File: src/rtl/pipe_fwd_ctrl.sv
// Hazard/forwarding controller beside decode: operands and stall are combinational from tracked stages.
// Tracking entries shift every cycle without backpressure; a stall holds decode and injects a bubble into stage 0.
module pipe_fwd_ctrl #(
  parameter int DEPTH      = 3,
  parameter int DATA_W     = 32,
  parameter int ADDR_W     = 5,
  parameter int LATE_READY = 1,
  parameter int CNT_W      = 16
) (
  input  logic                    clk,
  input  logic                    reset,
  input  logic                    id_valid,
  input  logic                    id_we,
  input  logic [ADDR_W-1:0]       id_dst,
  input  logic                    id_late,
  input  logic [ADDR_W-1:0]       id_src_a,
  input  logic [ADDR_W-1:0]       id_src_b,
  input  logic                    id_use_a,
  input  logic                    id_use_b,
  input  logic [DATA_W-1:0]       rf_a,
  input  logic [DATA_W-1:0]       rf_b,
  input  logic                    flush,
  input  logic [DEPTH*DATA_W-1:0] stage_res,
  output logic [DATA_W-1:0]       opnd_a,
  output logic [DATA_W-1:0]       opnd_b,
  output logic                    stall,
  output logic [DEPTH-1:0]        stage_valid,
  output logic [CNT_W-1:0]        stall_cnt
);

  logic [DEPTH-1:0]  r_v;
  logic [DEPTH-1:0]  r_we;
  logic [DEPTH-1:0]  r_late;
  logic [ADDR_W-1:0] r_dst [DEPTH];
  logic [CNT_W-1:0]  r_cnt;

  logic              w_hit_a, w_hit_b;
  logic              w_wait_a, w_wait_b;
  logic [DATA_W-1:0] w_res_a, w_res_b;
  logic              w_stall;
  logic              w_insert;

  // Scan oldest to youngest so the lowest matching stage is the final winner.
  always_comb begin
    w_hit_a  = 1'b0;
    w_hit_b  = 1'b0;
    w_wait_a = 1'b0;
    w_wait_b = 1'b0;
    w_res_a  = '0;
    w_res_b  = '0;
    for (int k = DEPTH-1; k >= 0; k--) begin
      if (r_v[k] && r_we[k] && (r_dst[k] != '0)) begin
        if (id_use_a && (id_src_a != '0) && (r_dst[k] == id_src_a)) begin
          w_hit_a  = 1'b1;
          w_wait_a = r_late[k] && (k < LATE_READY);
          w_res_a  = stage_res[k*DATA_W +: DATA_W];
        end
        if (id_use_b && (id_src_b != '0) && (r_dst[k] == id_src_b)) begin
          w_hit_b  = 1'b1;
          w_wait_b = r_late[k] && (k < LATE_READY);
          w_res_b  = stage_res[k*DATA_W +: DATA_W];
        end
      end
    end
  end

  assign w_stall  = (w_wait_a || w_wait_b) && id_valid && !flush;
  assign w_insert = id_valid && !w_stall && !flush;

  assign opnd_a      = (w_hit_a && !w_wait_a) ? w_res_a : rf_a;
  assign opnd_b      = (w_hit_b && !w_wait_b) ? w_res_b : rf_b;
  assign stall       = w_stall;
  assign stage_valid = r_v;
  assign stall_cnt   = r_cnt;

  always_ff @(posedge clk) begin
    if (reset) begin
      r_v    <= '0;
      r_we   <= '0;
      r_late <= '0;
      for (int k = 0; k < DEPTH; k++) r_dst[k] <= '0;
      r_cnt  <= '0;
    end else begin
      for (int k = DEPTH-1; k > 0; k--) begin
        r_v[k]    <= r_v[k-1];
        r_we[k]   <= r_we[k-1];
        r_late[k] <= r_late[k-1];
        r_dst[k]  <= r_dst[k-1];
      end
      r_v[0]    <= w_insert;
      r_we[0]   <= id_we;
      r_late[0] <= id_late;
      r_dst[0]  <= id_dst;
      if (w_stall && (r_cnt != '1)) r_cnt <= r_cnt + 1'b1;
    end
  end

endmodule

File: config.mk
export PLATFORM = sky130hd
export DESIGN_NAME = pipe_fwd_ctrl
export DESIGN_NICKNAME = d
export VERILOG_FILES = /design/src/rtl/pipe_fwd_ctrl.sv
export SDC_FILE = /design/constraint.sdc
export NUM_CORES = 1
export LEC_CHECK = 0
export ABC_AREA = 1
export CAP_MARGIN = 15
export CELL_PAD_IN_SITES_DETAIL_PLACEMENT = 1
export CELL_PAD_IN_SITES_GLOBAL_PLACEMENT = 1
export CORE_MARGIN = 1
export CORE_UTILIZATION = 25
export CTS_BUF_LIST = sky130_fd_sc_hd__clkbuf_2
export CTS_CLUSTER_DIAMETER = 200
export DETAILED_ROUTE_END_ITERATION = 6
export GPL_TIMING_DRIVEN = 0
export HOLD_SLACK_MARGIN = 0.03
export PLACE_DENSITY_LB_ADDON = 0.25
export RECOVER_POWER = 25
export SLEW_MARGIN = 15
export SYNTH_ARGS = -nofsm -noshare
export SYNTH_HDL_FRONTEND = slang
export SYNTH_SLANG_ARGS = --single-unit
File: constraint.sdc
create_clock -name clk -period 1.8 [get_ports clk]
set_input_delay 0.18 -clock clk [delete_from_list [all_inputs] [get_ports clk]]
set_output_delay 0.18 -clock clk [all_outputs]
set_load 0.005 [all_outputs]
==> Flow_metrics.wiki <==
{| class="wikitable"
! Metric !! Value
|-
| Minimum clock period || 2.61 ns
|-
| Synthesized-area fraction occupied by ao, oa, aoi and oai cells || 0.0554
|-
| Max-cap violation count || 0
|-
| Share of async-settable or async-resettable flops after synthesis || 0
|-
| Area Growth Syn to Fin || 104%
|-
| Worst setup path class || flip-flop to output pin
|-
| Largest delay contributor family on the critical path || simple AND/OR/NAND/NOR gates
|-
| Distinct cells, synth || 28
|-
| DR DRC count || 0
|-
| Fraction of final layout cells sized beyond drive strength 1 || 0.315
|-
| Net count after synthesis || 1113
|-
| Yosys synthesis warning count || 0
|-
| Number of levels in the clock H-tree || 2
|-
| Floorplan core area || 18300 sq um
|-
| Number of core rows || 49
|-
| Worst hold path depth || 2
|-
| 1st-iter DRT viols || 506
|-
| Hold path startpoint || reset
|-
| Synth area leader || sky130_fd_sc_hd__nand2_1
|-
| Skew final || 0.0122 ns
|-
| Initial core utilization || 0.259
|-
| Overall die area || 19500 sq um
|-
| Number of synthesized register bits || 38
|-
| Detail-routed net length per standard cell || 20.5 um
|-
| Dominant cells by area after synthesis || sky130_fd_sc_hd__nand2_1, sky130_fd_sc_hd__dfxtp_1, sky130_fd_sc_hd__nand3_1
|-
| Pins Over Slew Limit || 0
|-
| Number of I/O pins || 267
|-
| Type of destination of the critical path || output pin
|-
| Post-synthesis xor/xnor area fraction || 0.0369
|-
| Start of the worst register-to-register path || r_dst[0][1]
|-
| Number of cells traversed by the worst register-to-register path || 15
|-
| Number of flops mapped to enable cells by yosys || 0
|-
| Combinational family with the most area after synthesis || simple AND/OR/NAND/NOR gates
|-
| Via count || 7952
|-
| Mapped cell area || 4740 sq um
|-
| Wire length after detailed routing || 31300 um
|-
| Transition time of the tightest slew-check pin || 0.908 ns
|-
| Critical-path maximum fanout || 5
|-
| Cell at the slowest stage of the critical path || sky130_fd_sc_hd__dfxtp_4
|-
| GR met2 Demand/Resource || 0.556
|-
| CTS max path bufs || 2
|-
| Area share of and/or/nand/nor cells after synthesis || 0.616
|-
| Outcome || finished, violations left
|-
| Most used DFF post-synth || sky130_fd_sc_hd__dfxtp_1
|-
| Number of buffers created by CTS || 5
|-
| Maximum number of pins on one net before global-route repair || 14
|-
| Share of Yosys cell area claimed by the top area cell type || 0.263
|-
| Worst flop-to-flop path endpoint || stall_cnt[5]
|-
| Vias in the first global route || 8209
|-
| Post-layout worst setup margin || -0.810 ns
|-
| Placement Setup Slack || -1.53 ns
|-
| Die outline width || 140 um
|-
| Later-pin clock latency in the skew report || 0.43 ns
|-
| Worst supply voltage drop on vdd || 0.290 mV
|-
| Number of nets with antenna violations after routing || 0
|-
| Detailed-route vias per instance || 5.20
|-
| Post-Layout Cell Count || 1528
|-
| Final clock period utilization by the worst path || 1.45
|-
| Met3 Use GR || 0.0526
|-
| Clock-pin slew of the registers on the worst-case setup and hold paths || 0.23 ns
|-
| Setup repair after global routing missed its margin || true
|-
| Antenna violations before repair || 1
|-
| Layer with the highest usage || met2
|-
| Count of endpoints failing setup in the final report || 82
|-
| Max-slew headroom || 0.392
|-
| Most common cell on crit path || sky130_fd_sc_hd__nand2_4
|-
| CP peak stage delay || 0.45 ns
|-
| Number of buffer and inverter stages on the critical path || 5
|-
| Mux contribution to synthesized area || 0
|-
| Number of inserted diodes || 0
|-
| Startpoint class of the critical path || flip-flop
|-
| Adder-cell area share of the yosys netlist || 0.00264
|-
| Cell chain of the critical path || inv_4 > nand2_2 > nand4_1 > nor3_4 > nand2_4 > nand3_4 > nand2_4 > buf_12 > buf_12 > buf_16 > nand2_4 > nand2_1 > buf_2
|-
| Vertical die dimension || 140 um
|-
| Congestion Overflow GR || 0
|-
| Arrival time reported for the critical path endpoint || 2.43 ns
|-
| Syn avg cell area || 5.10 sq um
|-
| Minimum setup slack among reg-to-reg paths || -0.38 ns
|-
| RePlAce Congestion || 0.900
|-
| Sequential element share of the synthesized area || 0.160
|-
| CTS sink cnt || 38
|-
| Total track usage || 0.307
|-
| Required @ worst endpoint || 1.62 ns
|-
| Power Dens Cells || 266 nW/um^2
|-
| Met1 track demand over resource || 0.367
|-
| Number of buffers added to fix hold violations after cts || 0
|-
| DRT Pass-1 Iters || 5
|-
| Final nets || 1482
|-
| Final hold slack || 0.132 ns
|-
| Failing checks || negative setup slack
|-
| First-pass GRT wire length || 47100 um
|-
| Pleak || 0.00448 uW
|-
| Worst Hold Class || input pin to flip-flop
|-
| Hpwl dp || 20400 um
|-
| Placed insts || 1423
|-
| PortBufs || 265
|-
| Hold Crit Endpoint || r_dst[0][0]
|-
| Number of cells produced by synthesis || 929
|-
| Final hold violation count || 0
|-
| Peak clock frequency supported by timing || 383 MHz
|-
| Clock root buffer || sky130_fd_sc_hd__clkbuf_2
|-
| TritonCTS clock tree || yes
|}
[logic make-up after synthesis]
kind of cell	count (synthesis)
XOR/XNOR	20
adder cells (fa/ha/maj)	1
AND/OR/NAND/NOR	669
AO/OA/AOI/OAI	51
buffers and inverters	150
flip-flops	38
[where the power goes]
| group | switching [uW] | internal [uW] |
|---|---|---|
| registers | 24.5 | 857 |
| logic | 425 | 555 |
| clock network | 344 | 376 |
| total | 793 | 1790 |
[worst max path at each step]
stage                            from    endpoint  slack [ns]  cells after the start
final                     r_dst[0][5]  opnd_a[24]       -0.81                     13
after detailed placement  id_src_a[1]   opnd_a[1]       -1.53                     11
after CTS                 r_dst[0][0]  opnd_a[11]       -0.79                     15
after global routing      r_dst[0][5]  opnd_a[18]       -0.92                     11
after global placement    id_src_a[1]   opnd_a[1]       -1.52                     11
after floorplan           r_dst[0][6]  opnd_a[10]        0.16                      9
[stage by stage]
step                utilization  instance area, sq um  TNS (ns)  total power (uW)
CTS                       0.507                  9260    -48.72              2530
floorplan                     -                  4740         0              1150
global route              0.530                  9690    -61.11              2710
finish                    0.530                  9690    -51.91              2580
global placement          0.420                  7680    -91.81              1810
detailed placement        0.420                  7680    -93.04              1820
[timing repair]
action / CTS / global route
pin swaps: 77 / 58
setup endpoints to repair: 81 / 82
resized for setup: 584 / 113
setup buffers: 81 / 14
cloned: 12 / 5
[synth_stat cells (3+ instances only)]
library cell               instances
sky130_fd_sc_hd__nor4_1            3
sky130_fd_sc_hd__o21ai_1          32
sky130_fd_sc_hd__dfxtp_1          38
sky130_fd_sc_hd__nand2_1         332
sky130_fd_sc_hd__nor3_1            4
sky130_fd_sc_hd__nand3_2           4
sky130_fd_sc_hd__nor2_1          124
sky130_fd_sc_hd__nor2_2            3
sky130_fd_sc_hd__inv_2             5
sky130_fd_sc_hd__o21ai_0          10
sky130_fd_sc_hd__nand3_1         139
sky130_fd_sc_hd__buf_2            33
sky130_fd_sc_hd__nand4_1          49
sky130_fd_sc_hd__clkbuf_1         22
sky130_fd_sc_hd__nor3_2            5
sky130_fd_sc_hd__inv_1            89
sky130_fd_sc_hd__a21oi_1           6
sky130_fd_sc_hd__xor2_1           14
sky130_fd_sc_hd__xnor2_1           6
[per-layer routing]
layer  vias up  routed length [um]
li1       3714                   -
met5         -                   0
met1      3816               12500
met4         0                1020
met3        81                2250
met2       341               15500
[layout by cell type (no fill, tap or decap), types with 14 or more instances in the layout]
cell                              instances
sky130_fd_sc_hd__nand4_1                 49
sky130_fd_sc_hd__nand3_2                 15
sky130_fd_sc_hd__nand2_1                262
sky130_fd_sc_hd__buf_8                   18
sky130_fd_sc_hd__nor2_1                  92
sky130_fd_sc_hd__xor2_1                  14
sky130_fd_sc_hd__inv_1                   78
sky130_fd_sc_hd__buf_6                   54
sky130_fd_sc_hd__nand2_2                 56
sky130_fd_sc_hd__o21ai_1                 32
sky130_fd_sc_hd__clkdlybuf4s50_1        190
sky130_fd_sc_hd__nand3_1                123
sky130_fd_sc_hd__buf_2                   63
sky130_fd_sc_hd__nor2_2                  26
sky130_fd_sc_hd__buf_4                   48
sky130_fd_sc_hd__nand2_4                 16
sky130_fd_sc_hd__dfxtp_1                 20
[state kept, by name, indices dropped and copies added, names as in the netlist]
signal and flops:
r_dst 15, stage_valid 3, stall_cnt 16, r_late 1, r_we 3
[layout make-up]
class	instances	area [sq um]
sequential	38	803
buffer	50	617
multi-input combinational	741	3990
tap	229	287
clock buffer	5	25.0
inverter	94	370
timing repair buffer	367	3520
fill	2413	8580
clock inverter	3	68.8
timing repair inverter	1	7.51
Note: power is estimated with default switching activity, not from simulation.
